**src/rtl/muldiv_pkg.sv**
```systemverilog
// Shared definitions for the iterative RV32M multiply/divide unit:
// funct3 encodings, FSM state type and operand-signedness helpers.
package muldiv_pkg;

  localparam logic [2:0] F3_MUL    = 3'b000;
  localparam logic [2:0] F3_MULH   = 3'b001;
  localparam logic [2:0] F3_MULHSU = 3'b010;
  localparam logic [2:0] F3_MULHU  = 3'b011;
  localparam logic [2:0] F3_DIV    = 3'b100;
  localparam logic [2:0] F3_DIVU   = 3'b101;
  localparam logic [2:0] F3_REM    = 3'b110;
  localparam logic [2:0] F3_REMU   = 3'b111;

  typedef enum logic [1:0] {
    IDLE = 2'd0,
    CALC = 2'd1,
    FIX  = 2'd2
  } muldiv_state_t;

  function automatic logic is_div(input logic [2:0] f3);
    return f3[2];
  endfunction

  function automatic logic a_signed(input logic [2:0] f3);
    return (f3 == F3_MULH) || (f3 == F3_MULHSU) || (f3 == F3_DIV) || (f3 == F3_REM);
  endfunction

  function automatic logic b_signed(input logic [2:0] f3);
    return (f3 == F3_MULH) || (f3 == F3_DIV) || (f3 == F3_REM);
  endfunction

endpackage

```
**src/rtl/muldiv_if.sv**
```systemverilog
// Request/response bundle between the core control path and the
// multiply/divide unit; the core is the master, the unit the slave.
interface muldiv_if #(
  parameter int XLEN = 32
);
  import muldiv_pkg::*;

  logic            Start;
  logic [2:0]      Funct3;
  logic [XLEN-1:0] RURs1;
  logic [XLEN-1:0] RURs2;
  logic            Busy;
  logic            Done;
  logic [XLEN-1:0] Result;

  modport master (
    output Start, Funct3, RURs1, RURs2,
    input  Busy, Done, Result
  );

  modport slave (
    input  Start, Funct3, RURs1, RURs2,
    output Busy, Done, Result
  );
endinterface

```
**src/rtl/muldiv_unit.sv**
```systemverilog
// Iterative RV32M multiply/divide: one shift-add or restoring-divide step
// per cycle on operand magnitudes, signs applied in a final fixup cycle.
module muldiv_unit
  import muldiv_pkg::*;
#(
  parameter int XLEN = 32
) (
  input  logic     clk,
  input  logic     rst_n,
  muldiv_if.slave  bus
);

  localparam int CW = $clog2(XLEN);
  localparam logic [XLEN-1:0] MIN_NEG = {1'b1, {(XLEN-1){1'b0}}};

  muldiv_state_t     state_reg;
  logic [2:0]        f3_reg;
  logic [XLEN-1:0]   a_mag_reg;
  logic [XLEN-1:0]   b_mag_reg;
  logic [2*XLEN-1:0] acc_reg;
  logic [CW-1:0]     cnt_reg;
  logic              sign_res_reg;
  logic              sign_a_reg;
  logic              busy_reg;
  logic              done_reg;
  logic [XLEN-1:0]   result_reg;

  // Start-time decode of operand magnitudes and corner cases
  logic              a_neg, b_neg;
  logic [XLEN-1:0]   a_mag, b_mag;
  logic              div_zero, div_ovf, special;
  logic [2*XLEN-1:0] special_acc;

  always_comb begin
    a_neg       = a_signed(bus.Funct3) & bus.RURs1[XLEN-1];
    b_neg       = b_signed(bus.Funct3) & bus.RURs2[XLEN-1];
    a_mag       = a_neg ? -bus.RURs1 : bus.RURs1;
    b_mag       = b_neg ? -bus.RURs2 : bus.RURs2;
    div_zero    = (bus.RURs2 == '0);
    div_ovf     = ((bus.Funct3 == F3_DIV) || (bus.Funct3 == F3_REM)) &&
                  (bus.RURs1 == MIN_NEG) && (&bus.RURs2);
    special     = is_div(bus.Funct3) && (div_zero || div_ovf);
    // Preload so the normal FIX path yields the architected result:
    // remainder half = |dividend| (re-signed in FIX), quotient half = all ones / MIN.
    special_acc = div_zero ? {a_mag, {XLEN{1'b1}}} : {{XLEN{1'b0}}, MIN_NEG};
  end

  // One iteration step, MSB-first, using the counter as the bit index of A
  logic [2*XLEN-1:0] mul_next;
  logic [XLEN:0]     rem_shift;
  logic [XLEN:0]     rem_sub;
  logic              q_bit;
  logic [XLEN-1:0]   rem_new;
  logic [2*XLEN-1:0] div_next;

  always_comb begin
    mul_next  = {acc_reg[2*XLEN-2:0], 1'b0} +
                (a_mag_reg[cnt_reg] ? {{XLEN{1'b0}}, b_mag_reg} : '0);
    rem_shift = {acc_reg[2*XLEN-1:XLEN], a_mag_reg[cnt_reg]};
    rem_sub   = rem_shift - {1'b0, b_mag_reg};
    q_bit     = (rem_shift >= {1'b0, b_mag_reg});
    rem_new   = q_bit ? rem_sub[XLEN-1:0] : rem_shift[XLEN-1:0];
    div_next  = {rem_new, acc_reg[XLEN-2:0], q_bit};
  end

  logic [2*XLEN-1:0] prod;
  logic [XLEN-1:0]   quo, rem, fix_result;

  always_comb begin
    prod = sign_res_reg ? -acc_reg : acc_reg;
    quo  = sign_res_reg ? -acc_reg[XLEN-1:0] : acc_reg[XLEN-1:0];
    rem  = sign_a_reg ? -acc_reg[2*XLEN-1:XLEN] : acc_reg[2*XLEN-1:XLEN];
    case (f3_reg)
      F3_MUL:              fix_result = prod[XLEN-1:0];
      F3_MULH, F3_MULHSU,
      F3_MULHU:            fix_result = prod[2*XLEN-1:XLEN];
      F3_DIV, F3_DIVU:     fix_result = quo;
      default:             fix_result = rem;
    endcase
  end

  always_ff @(posedge clk or negedge rst_n) begin
    if (!rst_n) begin
      state_reg    <= IDLE;
      f3_reg       <= '0;
      a_mag_reg    <= '0;
      b_mag_reg    <= '0;
      acc_reg      <= '0;
      cnt_reg      <= '0;
      sign_res_reg <= 1'b0;
      sign_a_reg   <= 1'b0;
      busy_reg     <= 1'b0;
      done_reg     <= 1'b0;
      result_reg   <= '0;
    end else begin
      done_reg <= 1'b0;
      case (state_reg)
        IDLE: begin
          if (bus.Start) begin
            f3_reg       <= bus.Funct3;
            a_mag_reg    <= a_mag;
            b_mag_reg    <= b_mag;
            sign_a_reg   <= a_neg;
            // Special quotients are already final; never re-sign them
            sign_res_reg <= special ? 1'b0 : (a_neg ^ b_neg);
            cnt_reg      <= CW'(XLEN - 1);
            busy_reg     <= 1'b1;
            acc_reg      <= special ? special_acc : '0;
            state_reg    <= special ? FIX : CALC;
          end
        end
        CALC: begin
          acc_reg <= is_div(f3_reg) ? div_next : mul_next;
          cnt_reg <= cnt_reg - 1'b1;
          if (cnt_reg == '0) state_reg <= FIX;
        end
        FIX: begin
          result_reg <= fix_result;
          done_reg   <= 1'b1;
          busy_reg   <= 1'b0;
          state_reg  <= IDLE;
        end
        default: state_reg <= IDLE;
      endcase
    end
  end

  assign bus.Busy   = busy_reg;
  assign bus.Done   = done_reg;
  assign bus.Result = result_reg;

endmodule

```
**src/flat_wrapper.sv**
```systemverilog
// flat-port wrapper written by rule: the top's interface ports become plain ports
module muldiv_unit_flat import muldiv_pkg::*;
#(
  parameter int XLEN = 32
)
  (clk, rst_n, bus_Start, bus_Funct3, bus_RURs1, bus_RURs2, bus_Busy, bus_Done, bus_Result);
  muldiv_if #(.XLEN(XLEN)) bus_i ();
  input  logic clk;
  input  logic rst_n;
  input wire logic [$bits(bus_i.Start)-1:0] bus_Start;
  input wire logic [$bits(bus_i.Funct3)-1:0] bus_Funct3;
  input wire logic [$bits(bus_i.RURs1)-1:0] bus_RURs1;
  input wire logic [$bits(bus_i.RURs2)-1:0] bus_RURs2;
  output wire logic [$bits(bus_i.Busy)-1:0] bus_Busy;
  output wire logic [$bits(bus_i.Done)-1:0] bus_Done;
  output wire logic [$bits(bus_i.Result)-1:0] bus_Result;
  assign bus_i.Start = bus_Start;
  assign bus_i.Funct3 = bus_Funct3;
  assign bus_i.RURs1 = bus_RURs1;
  assign bus_i.RURs2 = bus_RURs2;
  assign bus_Busy = bus_i.Busy;
  assign bus_Done = bus_i.Done;
  assign bus_Result = bus_i.Result;
  muldiv_unit #(.XLEN(XLEN)) u_core (.clk(clk), .rst_n(rst_n), .bus(bus_i));
endmodule
```
**config.mk**
```make
export PLATFORM = sky130hd
export DESIGN_NAME = muldiv_unit_flat
export DESIGN_NICKNAME = d
export VERILOG_FILES = /design/src/rtl/muldiv_pkg.sv /design/src/rtl/muldiv_if.sv /design/src/rtl/muldiv_unit.sv /design/src/flat_wrapper.sv
export SDC_FILE = /design/constraint.sdc
export NUM_CORES = 1
export LEC_CHECK = 0
export BUFFER_PORTS_ARGS = -buffer_cell sky130_fd_sc_hd__buf_2
export CORE_MARGIN = 2
export CORE_UTILIZATION = 40
export DETAILED_ROUTE_END_ITERATION = 8
export HOLD_SLACK_MARGIN = 0.05
export SLEW_MARGIN = 10
export SYNTH_ARGS = -nofsm -noshare
export SYNTH_HDL_FRONTEND = slang
export SYNTH_SLANG_ARGS = --single-unit
```
**constraint.sdc**
```tcl
create_clock -name clk -period 7.2 [get_ports clk]
set_clock_uncertainty 0.05 [all_clocks]
set_input_delay 1.44 -clock clk [delete_from_list [all_inputs] [get_ports clk]]
set_output_delay 1.44 -clock clk [all_outputs]
set_load 0.01 [all_outputs]
```
== After elaboration in Yosys (flattened, before gate mapping) ==
Cells that the tools add are included.

* Output and inout bits: 34
* Register bits: 174
* Input port bits: 70
* Logic and storage cells: 86

* Order comparisons: 2
* Equality and inequality tests: 14
* Add/sub/neg operators: 8
* Mux-type cells: 25
* Reduce and logical (&&, ||, !) cells: 23
* Bitwise operators: 3

{| class="wikitable"
|+ Operators with widths
! cell !! count
|-
| $mux W64 || 5
|-
| $mux W32 || 6
|-
| $neg A32 Y32 || 4
|-
| $pmux W64 S2 || 1
|-
| $pmux W32 S3 || 1
|-
| $add A64 B64 Y64 || 1
|-
| $neg A64 Y64 || 1
|-
| $ge A33 B32 Y1 || 1
|-
| $eq A32 B32 Y1 const B || 1
|-
| $logic_not A32 Y1 || 1
|-
| $reduce_and A32 Y1 || 1
|-
| $sub A32 B32 Y32 || 1
|-
| $eq A3 B3 Y1 const B || 4
|-
| $pmux W5 S2 || 1
|-
| $eq A3 B2 Y1 const B || 3
|-
| $reduce_and A2 Y1 || 4
|-
| $logic_or A1 B1 Y1 || 7
|-
| $eq A3 B1 Y1 const B || 2
|-
| $lt A5 B6 Y1 const B || 1
|-
| $mux W2 || 3
|-
| $bmux W1 S5 || 1
|-
| $logic_not A5 Y1 || 1
|-
| $mux W5 || 1
|-
| $sub A5 B1 Y5 const B || 1
|-
| other kinds (15) || 22
|}

== Logic depth before layout (Yosys ltp) ==
* Depth in word-level cells: 10
* Mapped depth: 22
* Depth with buffers taken out: 19

== Worst setup path before layout ==
Ideal clock, no wire load.

* Path type: reg2reg
* Start: register u_core.cnt_reg[0]
* End: register u_core.acc_reg[60]
* Buffers on the path: 3
* Clock period less this slack: 5,031 ps
* Data required time: 7,026 ps
* Setup slack: 2,169 ps
* Setup time: 124 ps
* Arrival time: 4,857 ps
* Stages on the path, launching flop included: 20
* Cell sequence: dfrtp_1 > clkbuf_1 > buf_1 > mux4_2 > o22ai_1 > nor2_1 > a21oi_1 > clkbuf_1 > ha_1 > inv_1 > fa_1 > a211oi_1 > o21ai_0 > and3b_1 > o21ai_0 > o21ai_0 > a311oi_1 > xor2_1 > o22ai_1 > a211o_1

* Cells in the longest elaborated chain, start to end: 6
* Elaborated cells on any way between the ends: 9
* Classes of those cells: add/sub: 2; order compare: 1; mux: 6

{| class="wikitable"
|+ RTL lines
! item !! RTL line !! RTL
|-
| start, declared || muldiv_unit.sv:21 || <nowiki>logic [CW-1:0] cnt_reg;</nowiki>
|-
| start signal, assigned || muldiv_unit.sv:106 || <nowiki>cnt_reg <= CW'(XLEN - 1);</nowiki>
|-
| start signal, assigned || muldiv_unit.sv:114 || <nowiki>cnt_reg <= cnt_reg - 1'b1;</nowiki>
|-
| $bmux W1 S5 * || muldiv_unit.sv:58, muldiv_unit.sv:59 ||
|-
| $mux W1 (implied by the code) * || muldiv_unit.sv:58, muldiv_unit.sv:59 ||
|-
| $mux W32 (tied with other cells) || muldiv_unit.sv:58 || <nowiki>(a_mag_reg[cnt_reg] ? {{XLEN{1'b0}}, b_mag_reg} : '0);</nowiki>
|-
| $add A64 B64 Y64 or $mux W32 (tied branches) || muldiv_unit.sv:57, muldiv_unit.sv:62 ||
|-
| $mux W64 * || muldiv_unit.sv:113 || <nowiki>acc_reg <= is_div(f3_reg) ? div_next : mul_next;</nowiki>
|-
| $pmux W64 S2 * || muldiv_unit.sv:97 || <nowiki>case (state_reg)</nowiki>
|-
| end signal, assigned || muldiv_unit.sv:108 || <nowiki>acc_reg <= special ? special_acc : '0;</nowiki>
|-
| end signal, assigned || muldiv_unit.sv:113 ||
|-
| end, declared || muldiv_unit.sv:20 || <nowiki>logic [2*XLEN-1:0] acc_reg;</nowiki>
|}

Mark *: on every way between the ends. The rest lies on a longest branch, timed or not. The select of a mux whose other input is x is not followed.
A chain may end at the register's enable or synchronous reset.

== Worst setup path after layout ==
* Start: register u_core.cnt_reg[0]
* End: register u_core.acc_reg[53]

The elaborated chain is that of the path after synthesis.

==> flow_metrics.py <==
metrics = {
    "status": {
        "status": "complete, no violations",
    },
    "drt": {
        "detail-route-antenna-nets": 0,
        "vias": 16337,
        "vias_per_cell": 6.14,
        "wl_um": 61100,
        "dr.first_iter.drc_count": 1434,
        "drt-pass1-iter-count": 5,
        "post_drt_wl_per_cell_um": 23.0,
        "route.detailed.drc": 0,
    },
    "yosys": {
        "synth.avg_cell_area_um2": 7.60,
        "ys_seq_area_frac": 0.272,
        "synthFlopType": "dfrtp_1",
        "yosys.area.top_type": "dfrtp_1",
        "ys_ff_latch": 174,
        "synth_edf_count": 0,
        "synth_cell_types": 77,
        "synth_area_um2": 16000,
        "async_flop_share": 1.00,
        "syn-num-nets": 2254,
        "synth_cells": 2110,
        "synth_warnings": 0,
        "synth_most_common_cell": "nand2_1",
        "synth_common_cells": "nand2_1 (272), o21ai_0 (205), dfrtp_1 (174)",
        "yosysTopAreaCellShare": 0.272,
        "synth_area_leaders": "dfrtp_1 (27%), xnor2_1 (7.3%), o21ai_0 (6.4%)",
    },
    "critical_path": {
        "reg2reg_slack_ps": 1230,
        "cp_top_family": "compound AO/OA/AOI/OAI gates",
        "crit_fanout": 18,
        "cp.arrival_ps": 6280,
        "r2r-start": "u_core.cnt_reg[0]$_DFFE_PN0P_",
        "cp_slowest_stage_delay_ps": 830,
        "path_cells": "mux2_2 > a21oi_1 > o31ai_1 > o22ai_1 > nor2_1 > a21oi_2 > buf_4 > nor2_1 > ha_1 > o211ai_1 > a21oi_1 > o21ai_0 > o211ai_1 > a32oi_1 > buf_4 > or4_1 > nand3_1 > o221ai_1 > a221o_1",
        "critical_path_class": "reg2reg",
        "cp.required_ps": 7510,
        "path_buf_inv": 2,
        "crit_path_end_kind": "register",
        "slowest_stage": "dfrtp_1",
        "crit_cells": 19,
        "timing.rr.end": "u_core.acc_reg[53]$_DFFE_PN0P_",
        "critPathLaunchType": "register",
        "r2r.worst_path.cells": 19,
    },
    "grt": {
        "grtUsageMet1": 0.374,
        "antenna_found_initial": 2,
        "gr-total-overflow": 0,
        "grt_max_degree": 101,
        "grt_use_total": 0.294,
        "grtUsageMet2": 0.465,
        "grt_most_used_layer": "met2",
        "met3_usage": 0.0810,
        "grt_pass1_wl_um": 93300,
        "grt_pass1_vias": 15738,
    },
    "sta": {
        "fin_setup_tns_ps": 0,
        "drv_slew": 0,
        "fmax_ghz": 0.168,
        "hold_viol_final": 0,
        "period_share": 0.829,
        "slew_headroom": 0.298,
        "setup_viol": 0,
        "fin_ws_ps": 1230,
        "rsz0062_at_grt": "false",
        "worstMarginPinSlew_ps": 1050,
        "layout_min_cycle_time_ps": 5970,
    },
    "cts": {
        "cts_tree": "yes",
        "cts_hold_buf": 0,
        "clk_latency_ps": 470,
        "cts.sinks": 174,
        "clock_path_buffers": 2,
        "postCtsSetupRepairBufs": 0,
        "htree_levels": 4,
        "root_buffer": "clkbuf_16",
        "clk_pin_slew_ps": 80,
        "cts_inserted_buffers": 17,
        "cts-resized-gates": 0,
    },
    "worst_hold_path": {
        "worstHoldPathType": "reg2reg",
        "min_from": "u_core.a_mag_reg[31]$_DFFE_PN0P_",
        "worstHoldPathCells": 2,
        "min_to": "u_core.a_mag_reg[31]$_DFFE_PN0P_",
    },
    "final_layout": {
        "layout.cells.non_filler": 2662,
        "final_util": 0.442,
        "drive_gt1_frac": 0.102,
        "final_nets": 2267,
        "finalInstanceArea_um2": 17500,
        "fillers": 4138,
        "multiInputGateArea_um2": 10900,
        "largest_reg_flops": 64,
        "register_area_um2": 4360,
        "syn_to_final_growth_pct": 9.22,
    },
    "place": {
        "routabilityCongestion": 0.958,
        "dp_cells": 2629,
        "placed_area_um2": 17000,
        "place_hpwl_um": 46700,
        "port_buffers": 103,
        "place_ws_ps": 1310,
    },
    "floorplanning": {
        "fp.dieArea_um2": 41700,
        "start_util": 0.405,
        "core-area_um2": 39600,
        "die_height_um": 204,
        "die_w_um": 204,
        "rows": 73,
        "io_pins": 104,
    },
    "power": {
        "irDropWorstVdd_v": 0.000200,
        "p_per_area_nw_per_um2": 580,
        "leakage_nw": 7.22,
    },
    "run": {
        "drv_cap": 0,
    },
}
-- layout by cell type, fill, tap and decap left out, types with 14 or more instances in the layout --
cell       count
nand2_1      272
o21ai_0      205
dfrtp_1      173
a21oi_1      171
nor2_1       167
xnor2_1      133
buf_2        102
xor2_1        79
ha_1          72
inv_1         70
nor3_1        41
buf_4         38
a21o_1        37
nand3_1       35
nand4_1       35
a211oi_1      34
o31ai_1       31
nor4_1        26
o211ai_1      26
or3_1         25
mux2i_1       24
a221oi_1      20
o22ai_1       19
a31oi_1       19
o221ai_1      17
clkbuf_16     17
and3_1        16
or4_1         14
-- through the flow --
step,total power [mW],hold WS [ps]
after floorplan,6.94,391
after global routing,10.9,455
after global placement,9.04,408
final,10.2,423
after detailed placement,9.10,410
after CTS,10.0,426
-- report_power, final --
group          switching [mW]  internal (mW)  total [mW]
logic                    4.38           2.67        7.05
registers               0.746           1.46        2.20
clock network           0.455          0.449       0.904
-- per-layer routing --
metal / vias to the layer above / wire [µm]
li1: 7666 / -
met1: 7889 / 25700
met2: 621 / 27500
met3: 161 / 5150
met4: 0 / 2760
met5: - / 0
-- cells by family (layout without fill, tap and decap cells) --
logic type                 after synthesis  count (layout)  share of synthesized area
DFF                                    174             174                      0.272
buffers and inverters                  218             244                     0.0517
xor gates and xnor gates               212             212                      0.116
muxes                                   37              37                     0.0269
other                                    0               1                          0
AOI/OAI and AO/OA                      689             689                      0.270
adders and majority gates               74              74                     0.0587
and+or+nand+nor                        706             706                      0.206
-- tightest hold or removal path, stage by stage (launching register included) --
cell and delay (ps):
dfrtp_1 340, nand2_1 50, nand2_1 50
-- layout make-up --
cell class                      instances  area share
Inverter                               71      0.0152
Clock inverter                         13     0.00622
Timing Repair Buffer                  141      0.0461
Sequential cell                       174       0.249
Antenna cell                            1    0.000143
Clock buffer                           19      0.0247
Tap cell                              525      0.0375
Multi-Input combinational cell       1718       0.621
-- how the worst max path moves through the flow --
stage | slack, ps | from | to
2_1_floorplan | 2170 | u_core.cnt_reg[0]$_DFFE_PN0P_ | u_core.acc_reg[60]$_DFFE_PN0P_
3_3_place_gp | 1470 | u_core.cnt_reg[0]$_DFFE_PN0P_ | u_core.acc_reg[46]$_DFFE_PN0P_
3_5_place_dp | 1310 | u_core.cnt_reg[0]$_DFFE_PN0P_ | u_core.acc_reg[53]$_DFFE_PN0P_
4_1_cts | 1280 | u_core.cnt_reg[0]$_DFFE_PN0P_ | u_core.acc_reg[53]$_DFFE_PN0P_
5_1_grt | 780 | u_core.cnt_reg[0]$_DFFE_PN0P_ | u_core.acc_reg[53]$_DFFE_PN0P_
6_report | 1230 | u_core.cnt_reg[0]$_DFFE_PN0P_ | u_core.acc_reg[53]$_DFFE_PN0P_
Power figures use the tool's default switching activity.
